$ cat src/rtl/param_serializer.sv
// param_serializer: parallel-to-serial shifter for the UART TX path.
// Captures a DATA_W-bit word on load (only while idle) and shifts it out one
// bit per ser_en tick, LSB-first or MSB-first. The first bit reaches the line
// on the same edge that captures the word.
//
// Optional feature: define SERIALIZER_PARITY_EN to append a parity bit
// (even, or odd when PAR_ODD=1) after the last data bit.
//
// Ports:
//   clk      in   clock, rising edge
//   rst_n    in   asynchronous active-low reset
//   data_in  in   [DATA_W] parallel word to serialize
//   load     in   capture strobe, ignored while busy
//   ser_en   in   shift tick; each asserted cycle ends one bit period
//   ser_data out  registered serial line, IDLE_LVL while not busy
//   ser_done out  one-cycle pulse when the frame completes
//   busy     out  high while a frame is being serialized
module param_serializer #(
  parameter int unsigned DATA_W    = 8,
  parameter bit          MSB_FIRST = 1'b0,
  parameter bit          IDLE_LVL  = 1'b0,
  parameter bit          PAR_ODD   = 1'b0
) (
  input  logic              clk,
  input  logic              rst_n,
  input  logic [DATA_W-1:0] data_in,
  input  logic              load,
  input  logic              ser_en,
  output logic              ser_data,
  output logic              ser_done,
  output logic              busy
);

  localparam int unsigned CNT_W = (DATA_W > 1) ? $clog2(DATA_W) : 1;
  localparam logic [CNT_W-1:0] CNT_LAST = CNT_W'(DATA_W - 1);

`ifdef SERIALIZER_PARITY_EN
  typedef enum logic [1:0] {
    ST_IDLE   = 2'd0,
    ST_SHIFT  = 2'd1,
    ST_PARITY = 2'd2
  } state_e;
`else
  typedef enum logic {
    ST_IDLE  = 1'b0,
    ST_SHIFT = 1'b1
  } state_e;
`endif

  state_e              state_q, state_d;
  logic [DATA_W-1:0]   sreg_q, sreg_d;
  logic [CNT_W-1:0]    cnt_q, cnt_d;
  logic                ser_data_q, ser_data_d;
  logic                ser_done_q, ser_done_d;
  logic                busy_q, busy_d;
  logic                last_bit_c;
`ifdef SERIALIZER_PARITY_EN
  logic                par_q, par_d;
`else
  // Parity sense only matters when the parity bit exists.
  logic                unused_par_odd;
  assign unused_par_odd = PAR_ODD;
`endif

  assign last_bit_c = (cnt_q == CNT_LAST);

  // State and datapath registers.
  always_ff @(posedge clk or negedge rst_n) begin
    if (!rst_n) begin
      state_q    <= ST_IDLE;
      sreg_q     <= '0;
      cnt_q      <= '0;
      ser_data_q <= IDLE_LVL;
      ser_done_q <= 1'b0;
      busy_q     <= 1'b0;
`ifdef SERIALIZER_PARITY_EN
      par_q      <= 1'b0;
`endif
    end else begin
      state_q    <= state_d;
      sreg_q     <= sreg_d;
      cnt_q      <= cnt_d;
      ser_data_q <= ser_data_d;
      ser_done_q <= ser_done_d;
      busy_q     <= busy_d;
`ifdef SERIALIZER_PARITY_EN
      par_q      <= par_d;
`endif
    end
  end

  // Next-state logic.
  always_comb begin
    state_d = state_q;
    case (state_q)
      ST_IDLE: begin
        if (load) state_d = ST_SHIFT;
      end
      ST_SHIFT: begin
        if (ser_en && last_bit_c) begin
`ifdef SERIALIZER_PARITY_EN
          state_d = ST_PARITY;
`else
          state_d = ST_IDLE;
`endif
        end
      end
`ifdef SERIALIZER_PARITY_EN
      ST_PARITY: begin
        if (ser_en) state_d = ST_IDLE;
      end
`endif
      default: state_d = ST_IDLE;
    endcase
  end

  // Datapath and registered outputs. The shift register keeps the bit on the
  // line at the end it shifts away from, so the next bit is always one in.
  always_comb begin
    sreg_d     = sreg_q;
    cnt_d      = cnt_q;
    ser_data_d = ser_data_q;
    ser_done_d = 1'b0;
    busy_d     = busy_q;
`ifdef SERIALIZER_PARITY_EN
    par_d      = par_q;
`endif
    case (state_q)
      ST_IDLE: begin
        ser_data_d = IDLE_LVL;
        if (load) begin
          sreg_d     = data_in;
          cnt_d      = '0;
          busy_d     = 1'b1;
          ser_data_d = MSB_FIRST ? data_in[DATA_W-1] : data_in[0];
`ifdef SERIALIZER_PARITY_EN
          par_d      = (^data_in) ^ PAR_ODD;
`endif
        end
      end
      ST_SHIFT: begin
        if (ser_en) begin
          if (!last_bit_c) begin
            cnt_d = cnt_q + CNT_W'(1);
            if (MSB_FIRST) begin
              sreg_d     = sreg_q << 1;
              ser_data_d = sreg_q[DATA_W-2];
            end else begin
              sreg_d     = sreg_q >> 1;
              ser_data_d = sreg_q[1];
            end
          end else begin
`ifdef SERIALIZER_PARITY_EN
            ser_data_d = par_q;
`else
            ser_done_d = 1'b1;
            busy_d     = 1'b0;
            ser_data_d = IDLE_LVL;
`endif
          end
        end
      end
`ifdef SERIALIZER_PARITY_EN
      ST_PARITY: begin
        if (ser_en) begin
          ser_done_d = 1'b1;
          busy_d     = 1'b0;
          ser_data_d = IDLE_LVL;
        end
      end
`endif
      default: begin
        busy_d     = 1'b0;
        ser_data_d = IDLE_LVL;
      end
    endcase
  end

  assign ser_data = ser_data_q;
  assign ser_done = ser_done_q;
  assign busy     = busy_q;

endmodule
$ cat config.mk
export PLATFORM = sky130hd
export DESIGN_NAME = param_serializer
export DESIGN_NICKNAME = d
export VERILOG_FILES = /design/src/rtl/param_serializer.sv
export SDC_FILE = /design/constraint.sdc
export NUM_CORES = 1
export LEC_CHECK = 0
export ABC_CLOCK_PERIOD_IN_PS = 2360
export BUFFER_PORTS_ARGS = -buffer_cell sky130_fd_sc_hd__buf_2
export CAP_MARGIN = 20
export CORE_UTILIZATION = 56
export CTS_CLUSTER_DIAMETER = 120
export DETAILED_ROUTE_END_ITERATION = 6
export MAX_ROUTING_LAYER = met4
export PLACE_DENSITY = 0.81
export SLEW_MARGIN = 20
export SYNTH_ARGS = -nofsm -noshare
export SYNTH_HDL_FRONTEND = slang
export SYNTH_SLANG_ARGS = --single-unit
$ cat constraint.sdc
create_clock -name clk -period 2.36 [get_ports clk]
set_input_delay 0.236 -clock clk [delete_from_list [all_inputs] [get_ports clk]]
set_output_delay 0.236 -clock clk [all_outputs]
set_load 0.01 [all_outputs]
# Yosys cells after proc, flatten, opt, wreduce, memory -nomap -nowiden
# Index checks and enable logic that the tools add are counted.
word_totals:
  inputBits: 12
  reg_bits: 15
  wordCells: 38
classes:
  reduce_logical: 3
  mux: 22
  n_addsub: 1
  n_bitwise: 1
  eq_ne: 5
ops:
  columns: ["op", "n"]
  rows:
  - ["2-to-1 mux 8 bit", 3]
  - ["case mux 8 bit (2 select lines)", 1]
  - ["2-to-1 mux 1 bit", 11]
  - ["2-to-1 mux 3 bit", 3]
  - ["!= test 2 bit (second input constant)", 3]
  - ["case mux 1 bit (2 select lines)", 3]
  - ["case mux 3 bit (2 select lines)", 1]
  - ["AND reduction 3 bit", 2]
  - ["adder 3 x 1 -> 3 bit (second input constant)", 1]
  - ["equality test 3 bit (second input constant)", 1]
  - ["!= test 2 x 1 -> 1 bit (second input constant)", 1]
  - ["logical AND 1 bit", 1]
  - ["inverter 1 bit", 1]

# Logic depth before layout (Yosys ltp)
# Gate-level depths: netlist of the first run.
logic_depth:
  ltp_word: 4
  depth_mapped: 5

# Worst setup path before layout of the first run
# Ideal clock, no wire load.
synth_timing:
  path_kind: "reg2reg"
  from: "register cnt_q[0]"
  to: "register sreg_q[7]"
  path_stages_with_launch: 5
  arrival_ps: 1284
  path_buffers: 0
  t_required_ps: 2240
  setup_slack_ps: 956
  path_cell_list: "dfrtp_1 -> ha_1 -> ha_1 -> nand3b_1 -> a31o_2"
synth_between:
  elab_chain_cells: 3
synth_lines:
  columns: ["element", "line_no", "rtl"]
  rows:
  - ["start, declared", "52", "logic [CNT_W-1:0] cnt_q, cnt_d;"]
  - ["start signal, assigned", "82", "cnt_q <= cnt_d;"]
  - ["equality test 3 bit", "65", "assign last_bit_c = (cnt_q == CNT_LAST);"]
  - ["!= test 2 bit (no line)", null, null]
  - ["AND reduction 3 bit (no line)", null, null]
  - ["end signal, assigned", "81", "sreg_q <= sreg_d;"]
  - ["end, declared", "51", "logic [DATA_W-1:0] sreg_q, sreg_d;"]
# Every way passes these cells.
# A chain may end at the register's enable or synchronous reset.

# Worst setup path in the final report of the first run
layout_timing:
  from: "register cnt_q[0]"
  to: "register sreg_q[6]"
# Same word-level chain as after synthesis.

==> key figures, run 1 <==
Die
  • Die Ht: 39.5 um
  • # rows: 13
  • Full die area: 1560 um2
  • IO Pins: 15
  • Die width: 39.5 um
  • Initial Util: 0.605
  • Core footprint: 1300 um2

Synthesis
  • Async set or reset register ratio after synthesis: 1.00
  • Mean Syn Cell Area: 10.8 um2
  • Cell variety after synth: 26
  • Post-Synthesis Cells: 73
  • Yosys reg bits: 14
  • Main synth FF type: dfrtp_1
  • EDFF count, synth: 0
  • Post-Syn Nets: 87
  • Sequential share of the synthesized area: 0.445
  • Post-Syn Area: 787 um2
  • Synth warnings: 0

STA
  • Least-Margin Pin Slew: 578 ps
  • RSZ-0062 raised after global routing: no
  • Fin Setup TNS: 0 ps
  • Final Skew: 0.681 ps
  • Max Fclk: 568 MHz
  • Minimum clock period: 1760 ps
  • Final setup fails: 0
  • Final Hold Fails: 0
  • Final Cycle Share: 0.746
  • Slew HR: 0.615
  • Slew Viols, Final: 0
  • Post-route setup slack: 601 ps

Placed design
  • GPL Wtd Cong: 0.750
  • Final HPWL from detailed placement: 1090 um
  • Place WS: 626 ps
  • Placed instance area: 833 um2
  • Port buffer count: 14

Worst setup path
  • Max incr delay on CP: 410 ps
  • Ordered cell list for the critical path: ha_1 -> ha_1 -> nand3b_1 -> a311oi_1
  • Worst setup path startpoint: cnt_q[0]
  • Worst EP arrival: 1930 ps
  • Cell family with the largest share of critical-path delay: adder cells
  • Crit Path Max Fanout: 13
  • Most frequent CP cell: ha_1
  • CP Capture Type: flop
  • Crit path launch type: flop
  • Crit Path Category: flop to flop
  • Worst R2R Start: cnt_q[0]
  • WP data required: 2530 ps
  • Slowest cell on crit path: dfrtp_1
  • CP bufs+invs: 0

Global route
  • Met3 Use GR: 0.0341
  • GR peak layer: met2
  • Met2 Resource Use GR: 0.377
  • Total Routing Usage GR: 0.255
  • Vias in the first global route: 560
  • First-pass GRT wire length: 2540 um
  • Gr ovfl total: 0
  • Met1 Resource Use GR: 0.339
  • Largest net degree at the start of global routing: 20
  • Initial antenna violation count: 0

CTS
  • CTS clk-pin slew, worst paths: 80 ps
  • TritonCTS buffer count: 3
  • Post-CTS Resized: 0
  • Root buf cell: clkbuf_4
  • Worst skew pair latency: 270 ps
  • Setup bufs post-CTS: 0
  • Clock Sinks: 14
  • Max H-tree Level: 1
  • CTS tree: yes
  • CTS Hold Bufs: 1
  • CTS max path bufs: 2

Layout
  • Design area: 866 um2
  • Nets@finish: 101
  • Layout cells sized above 1: 0.235
  • Inserted Diodes: 0
  • Most frequent cells in the layout: dfrtp_1, buf_2, inv_1
  • Area grow syn2layout: 10.0%

Drt
  • Vias: 619
  • Via/cell ratio: 6.19
  • Drt first-iter violations: 9
  • Residual DRC: 0
  • Drt wl/cell: 15.9 um
  • First-pass DRT Iterations: 4
  • Wirelength, routed: 1590 um
  • ANT nets after route: 0

Power
  • Switching share of power: 0.343
  • Pwr/cell area: 946 nW/um2
  • Pint: 538 uW
  • Static leakage: 0.000420 uW
  • Comb power frac: 0.342
  • VDD IR max: 453 uV
  • P_sw: 281 uW
  • Clock group share of total power: 0.161
  • Power Total: 819 uW
  • Seq pwr share: 0.497

Job
  • Max_cap viols: 0

Outcome
  • Status: finished, final reports clean

Worst hold path
  • Worst Hold Class: input pin to flop
  • Hold_sp: data_in[0]
[layout make-up]
type,instances,area (um2)
Fill cell,117,435
Multi-Input combinational cell,45,360
Sequential cell,14,350
Timing Repair Buffer,16,87.6
Inverter,7,26.3
Clock buffer,3,22.5
Tap cell,15,18.8
[per-layer routing]
layer  routed length [um]  vias to the layer above
li1                     -                      294
met1                  757                      313
met2                  779                       10
met3                   37                        2
met4                   15                        0
met5                    0                        -
[power groups by stage]
stage / sequential (uW) / combinational, uW / clock, uW
final: 407 / 280 / 132
after global routing: 419 / 320 / 143
after CTS: 407 / 281 / 137
after detailed placement: 411 / 279 / 0
after global placement: 406 / 266 / 0
after floorplan: 392 / 222 / 0
[kinds of logic after synthesis]
logic type,synth area share
simple gates,0.299
flops,0.445
fa+ha+maj,0.0318
buf+inv,0.0970
compound gates,0.127
[state kept, by name, indices dropped and copies added, names as in the netlist]
signal,cells
busy,1
cnt_q,3
ser_data,1
ser_done,1
sreg_q,7
state_q,1
[cell usage after synthesis, types with 2 or more instances]
cell type,count,share of area
or3b_1,3,0.033
dfrtp_1,14,0.45
inv_1,7,0.033
ha_1,2,0.032
buf_2,3,0.019
nand4b_1,2,0.022
nor2_1,2,0.0095
nor4bb_1,6,0.076
o211ai_1,3,0.029
nor3b_1,6,0.057
nand3b_1,2,0.019
a311oi_1,6,0.067
buf_6,2,0.029
nand2_1,3,0.014
[tightest hold or removal path, cell delays in order]
cell and delay (ps):
buf_2 80, a21oi_1 60, a31oi_1 140
[final timing paths]
check	endpoint	slack (ps)	depth (start not counted)
setup / recovery	sreg_q[6]	600	4
setup reg to reg	sreg_q[6]	600	4
hold / removal	ser_data	280	3
max in group asynchronous	sreg_q[6]	1750	2
min in group asynchronous	busy	380	2
hold reg to reg	sreg_q[7]	530	1
[through the flow]
stage	hold WS, ps	std cells	utilization
after global routing	312	100	0.665
final	283	100	0.665
after global placement	143	96	0.640
after CTS	275	100	0.665
after floorplan	-59.6	73	-
after detailed placement	144	96	0.640
No activity file was read; power rests on OpenSTA's default activity.
==> inputs of run 2 (changes only) <==
ABC_CLOCK_PERIOD_IN_PS = 1660   (was 2360)
CORE_UTILIZATION = 52   (was 56)
PLACE_DENSITY = 0.76   (was 0.81)
clock period = 1.66 ns   (was 2.36 ns; I/O delays follow)
==> run 2 against run 1 <==
  * Global-route usage down 0.31 points
  * Clock power up 48%
  * Clock-buffer cell count unchanged
  * Die area up 7.3%
  * Sequential power up 39%
  * Largest cell class unchanged
  * Combinational power up 55%
  * Largest power group unchanged
  * Maximum frequency up 17%
  * Highest routed layer unchanged
==> key figures, run 2 (same netlist as run 1, synthesis figures left out) <==
STA
  • Least-Margin Pin Slew: 328 ps (was 578 ps)
  • Final Cycle Share: 0.907 (was 0.746)
  • Slew HR: 0.781 (was 0.615)
  • RSZ-0062 raised after global routing: no (unchanged)
  • Final setup fails: 0 (unchanged)
  • Slew Viols, Final: 0 (unchanged)
  • Max Fclk: 664 MHz (was 568 MHz)
  • Fin Setup TNS: 0 ps (unchanged)
  • Minimum clock period: 1510 ps (was 1760 ps)
  • Final Skew: 2.47 ps (was 0.681 ps)
  • Final Hold Fails: 0 (unchanged)

Worst setup path
  • CP Capture Type: flop (unchanged)
  • Worst R2R Start: cnt_q[0] (unchanged)
  • Max incr delay on CP: 420 ps (was 410 ps)
  • Cell family with the largest share of critical-path delay: flip-flops (was adder cells)
  • Worst setup path startpoint: cnt_q[0] (unchanged)
  • Crit path launch type: flop (unchanged)
  • Ordered cell list for the critical path: ha_1 -> ha_1 -> nand3b_1 -> buf_4 -> a311oi_1 (was ha_1 -> ha_1 -> nand3b_1 -> a311oi_1)
  • Slowest cell on crit path: dfrtp_1 (unchanged)
  • WP data required: 1840 ps (was 2530 ps)
  • Crit Path Category: flop to flop (unchanged)
  • Worst EP arrival: 1690 ps (was 1930 ps)
  • CP bufs+invs: 1 (was 0)
  • Most frequent CP cell: ha_1 (unchanged)
  • Crit Path Max Fanout: 7 (was 13)

Layout
  • Most frequent cells in the layout: dfrtp_1, buf_2, inv_1 (unchanged)
  • Final Non-Filler Cells: 102 (was 100)
  • Area grow syn2layout: 12.7% (was 10.0%)
  • Reg with most FFs: sreg_q (unchanged)
  • Layout cells sized above 1: 0.264 (was 0.235)
  • Top Registers: sreg_q (7), cnt_q (3) (unchanged)
  • Fillers: 115 (was 117)
  • Nets@finish: 103 (was 101)
  • Largest register FFs: 7 (unchanged)
  • Inserted Diodes: 0 (unchanged)

Die
  • # rows: 13 (unchanged)
  • Die width: 40.9 um (was 39.5 um)
  • Core footprint: 1350 um2 (was 1300 um2)
  • IO Pins: 15 (unchanged)
  • Die Ht: 40.9 um (was 39.5 um)
  • Initial Util: 0.583 (was 0.605)
  • Full die area: 1670 um2 (was 1560 um2)

CTS
  • Max H-tree Level: 1 (unchanged)
  • CTS tree: yes (unchanged)
  • TritonCTS buffer count: 3 (unchanged)
  • Clock Sinks: 14 (unchanged)
  • Root buf cell: clkbuf_4 (unchanged)
  • Worst skew pair latency: 280 ps (was 270 ps)
  • CTS clk-pin slew, worst paths: 80 ps (about the same)
  • CTS max path bufs: 2 (unchanged)

Placed design
  • GPL Wtd Cong: 0.711 (was 0.750)
  • Final HPWL from detailed placement: 1050 um (was 1090 um)
  • Placed Instances: 97 (was 96)
  • Port buffer count: 14 (unchanged)

Global route
  • Total Routing Usage GR: 0.252 (was 0.255)
  • First-pass GRT wire length: 2550 um (was 2540 um)
  • Vias in the first global route: 543 (was 560)
  • Gr ovfl total: 0 (unchanged)
  • Initial antenna violation count: 0 (unchanged)
  • Largest net degree at the start of global routing: 18 (was 20)

Drt
  • Drt first-iter violations: 15 (was 9)
  • Vias: 617 (was 619)
  • First-pass DRT Iterations: 5 (was 4)
  • Drt wl/cell: 15.6 um (was 15.9 um)
  • Residual DRC: 0 (unchanged)
  • Via/cell ratio: 6.05 (was 6.19)
  • Wirelength, routed: 1590 um (about the same)
  • ANT nets after route: 0 (unchanged)

Outcome
  • Status: finished, final reports clean (unchanged)

Power
  • Seq pwr share: 0.474 (was 0.497)
  • Comb power frac: 0.363 (was 0.342)
  • Static leakage: 0.000431 uW (was 0.000420 uW)
  • P_sw: 410 uW (was 281 uW)
  • Pint: 783 uW (was 538 uW)
  • Switching share of power: 0.344 (was 0.343)
  • Pwr/cell area: 1350 nW/um2 (was 946 nW/um2)
  • VDD IR max: 662 uV (was 453 uV)
  • Power Total: 1190 uW (was 819 uW)
  • Clock group share of total power: 0.163 (was 0.161)

Job
  • Max_cap viols: 0 (unchanged)

Worst hold path
  • Hold_sp: data_in[0] (unchanged)
  • Worst Hold Class: input pin to flop (unchanged)
## run 2: cell count changes in the layout (fill, tap and decap cells not counted), sizes merged
| cell | delta |
|---|---|
| buf | +2 |
## run 2: timing repair
| item | CTS | global route |
|---|---|---|
| hold endpoints to repair | 14 | 0 |
| setup buffers | 0 | 1 |
| resized for setup | 0 | 1 |
| hold buffers | 1 | 0 |
| endpoints found under the setup margin | 0 | 3 |
## run 2: worst reg2reg max path: cells and delay by family (launching register included)
family | cells | cell delay [ps]
flip-flops | 1 | 420
AND/OR/NAND/NOR | 1 | 150
buffers and inverters | 1 | 180
adder cells (fa/ha/maj) | 2 | 400
AO/OA/AOI/OAI | 1 | 270
## run 2: power groups by stage
stage,clock network [uW],registers (uW),logic (uW)
2_1_floorplan,0,557,316
6_report,195,566,433
5_1_grt,212,586,498
3_3_place_gp,0,566,398
3_5_place_dp,0,574,412
4_1_cts,194,567,418
## run 2: path summary, 6_finish.rpt
kind                                  end  cells after the start  slack (ps)
worst max-delay path            sreg_q[1]                      5         150
worst min-delay path             ser_data                      3         190
worst max register to register  sreg_q[1]                      5         150
worst min register to register  sreg_q[7]                      1         520
max in group asynchronous        cnt_q[1]                      2        1120
min in group asynchronous        ser_done                      2         300
## run 2: metal layers
metal  share of wire  track usage  up-vias  routed length, um
li1                -            -      300                  -
met1            0.49        0.341      297                772
met2            0.46        0.355       16                734
met3           0.033       0.0489        4                 52
met4           0.019        0.125        0                 30
met5               0            -        -                  0
## run 2: through the flow
| stage | instance area, um2 | hold WS (ps) | setup WS (ps) | util |
|---|---|---|---|---|
| floorplan | 787 | -130 | 256 | - |
| global placement | 841 | 76.2 | 151 | 0.623 |
| detailed placement | 841 | 77.1 | 106 | 0.623 |
| CTS | 873 | 191 | 74.1 | 0.647 |
| global route | 887 | 204 | 44.5 | 0.657 |
| finish | 887 | 187 | 154 | 0.657 |
## run 2: final cells by class
class,instances,area (um2),share of cell area
timing repair buffer,18,103,0.116
clock buffer,3,22.5,0.0254
tap,15,18.8,0.0212
sequential,14,350,0.395
multi-input combinational,45,367,0.413
inverter,7,26.3,0.0296
==> inputs of run 3 (changes only) <==
ABC_CLOCK_PERIOD_IN_PS = 1500   (was 1660)
BUFFER_PORTS_ARGS = -buffer_cell sky130_fd_sc_hd__buf_4   (was -buffer_cell sky130_fd_sc_hd__buf_2)
clock period = 1.5 ns   (was 1.66 ns; I/O delays follow)
==> run 3 against run 2 <==
  * Global-route usage unchanged
  * Clock-buffer cell count stayed put
  * Routed wire length grew 3.3%
  * Via count up 1.3%
  * Total power increased by 18%
  * Sequential share of layout area decreased by 3.4 points
  * Register-to-register slack lost 150 ps
  * Largest power group unchanged
==> key figures, run 3 (same netlist as run 1, synthesis figures left out) <==
Die
  • Full die area: 1670 um2 (unchanged)
  • Core footprint: 1350 um2 (unchanged)
  • Die width: 40.9 um (unchanged)
  • IO Pins: 15 (unchanged)
  • Initial Util: 0.583 (unchanged)
  • Die Ht: 40.9 um (unchanged)
  • # rows: 13 (unchanged)

Layout
  • Fillers: 104 (was 115)
  • Nets@finish: 105 (was 103)
  • Most common cell after layout, fill and taps aside: buf_4
  • Most frequent cells in the layout: buf_4, dfrtp_1, inv_1 (was dfrtp_1, buf_2, inv_1)
  • Area grow syn2layout: 23.4% (was 12.7%)
  • Inserted Diodes: 0 (unchanged)
  • Final Non-Filler Cells: 104 (was 102)
  • Largest register FFs: 7 (unchanged)
  • Top Registers: sreg_q (7), cnt_q (3) (unchanged)
  • Reg with most FFs: sreg_q (unchanged)
  • Util after Layout: 0.719 (was 0.657)
  • Design area: 971 um2 (was 887 um2)
  • Layout cells sized above 1: 0.348 (was 0.264)

Drt
  • Residual DRC: 0 (unchanged)
  • Drt wl/cell: 15.8 um (was 15.6 um)
  • First-pass DRT Iterations: 4 (was 5)
  • Via/cell ratio: 6.01 (was 6.05)
  • ANT nets after route: 0 (unchanged)
  • Vias: 625 (was 617)
  • Wirelength, routed: 1640 um (was 1590 um)
  • Drt first-iter violations: 13 (was 15)

STA
  • Hold slack: 198 ps (was 187 ps)
  • Slew Viols, Final: 0 (unchanged)
  • Final Hold Fails: 0 (unchanged)
  • Final Cycle Share: 0.996 (was 0.907)
  • Minimum clock period: 1490 ps (was 1510 ps)
  • Max Fclk: 669 MHz (was 664 MHz)
  • Final Skew: 1.79 ps (was 2.47 ps)
  • Post-route setup slack: 5.40 ps (was 154 ps)
  • Final setup fails: 0 (unchanged)
  • Slew HR: 0.745 (was 0.781)
  • Least-Margin Pin Slew: 377 ps (was 328 ps)
  • RSZ-0062 raised after global routing: yes (was no)

CTS
  • Worst skew pair latency: 270 ps (was 280 ps)
  • Root buf cell: clkbuf_4 (unchanged)
  • Max H-tree Level: 1 (unchanged)
  • CTS tree: yes (unchanged)
  • Clock Sinks: 14 (unchanged)
  • CTS clk-pin slew, worst paths: 80 ps (about the same)
  • CTS max path bufs: 2 (unchanged)
  • TritonCTS buffer count: 3 (unchanged)

Worst setup path
  • Crit Path Max Fanout: 12 (was 7)
  • Worst EP arrival: 1650 ps (was 1690 ps)
  • WP data required: 1650 ps (was 1840 ps)
  • CP Capture Type: flop (unchanged)
  • Crit path launch type: flop (unchanged)
  • Crit Path Category: flop to flop (unchanged)

Placed design
  • Place WS: -27.3 ps (was 106 ps)
  • GPL Wtd Cong: 0.712 (was 0.711)
  • Final HPWL from detailed placement: 1080 um (was 1050 um)
  • Placed Instances: 99 (was 97)
  • Placed instance area: 891 um2 (was 841 um2)
  • Port buffer count: 14 (unchanged)

Global route
  • Vias in the first global route: 597 (was 543)
  • Gr ovfl total: 0 (unchanged)
  • Total Routing Usage GR: 0.252 (unchanged)
  • Initial antenna violation count: 0 (unchanged)
  • First-pass GRT wire length: 2660 um (was 2550 um)
  • Largest net degree at the start of global routing: 17 (was 18)

Power
  • Pwr/cell area: 1450 nW/um2 (was 1350 nW/um2)
  • VDD IR max: 677 uV (was 662 uV)
  • Static leakage: 0.000455 uW (was 0.000431 uW)

Outcome
  • Status: finished, final reports clean (unchanged)

Job
  • Max_cap viols: 0 (unchanged)

Worst hold path
  • Worst Hold Class: input pin to flop (unchanged)
-- run 3: what timing repair did --
item	CTS	global route
pin swaps	5	0
hold endpoints to repair	14	0
setup buffers	0	1
hold buffers	1	0
resized for setup	1	6
setup endpoints to repair	7	8
-- run 3: cell type report --
| cell class | instances | area, um2 | share of cell area |
|---|---|---|---|
| clock buffer | 3 | 22.5 | 0.0232 |
| inverter | 7 | 26.3 | 0.0271 |
| multi-input combinational | 45 | 400 | 0.412 |
| sequential | 14 | 350 | 0.361 |
| tap | 15 | 18.8 | 0.0193 |
| timing repair buffer | 20 | 153 | 0.157 |
-- run 3: power by group --
part / internal (uW) / total (uW) / switching [uW]
Clock: 92.9 / 209 / 116
Combinational: 317 / 578 / 261
Sequential: 528 / 623 / 94.8
-- run 3: through the flow --
step	TNS, ps	power (uW)
finish	0	1410
global placement	0	1120
global route	-162	1540
floorplan	0	966
CTS	0	1350
detailed placement	-43.5	1140
-- run 3: worst paths after layout --
kind | slack (ps) | cells past startpoint | start | to
setup / recovery | 5 | 5 | cnt_q[1] | sreg_q[1]
hold / removal | 200 | 3 | data_in[0] | ser_data
setup reg to reg | 5 | 5 | cnt_q[1] | sreg_q[1]
hold reg to reg | 550 | 2 | busy | busy
max in group asynchronous | 1080 | 2 | rst_n | sreg_q[5]
min in group asynchronous | 260 | 2 | rst_n | sreg_q[7]
-- run 3: metal layers --
layer | share of wire | track usage | routed length (um) | vias to the layer above
met1 | 0.47 | 0.348 | 778 | 301
met4 | 0.0061 | 0.0750 | 10 | 0
met3 | 0.026 | 0.0489 | 43 | 2
met2 | 0.49 | 0.371 | 809 | 12
li1 | - | - | - | 310
met5 | 0 | - | 0 | -
-- run 3: worst max-delay path, cell delays in order (launching register included) --
cell	delay (ps)
dfrtp_1	400
ha_1	190
ha_2	170
buf_4	180
nor4bb_1	380
a311oi_2	60
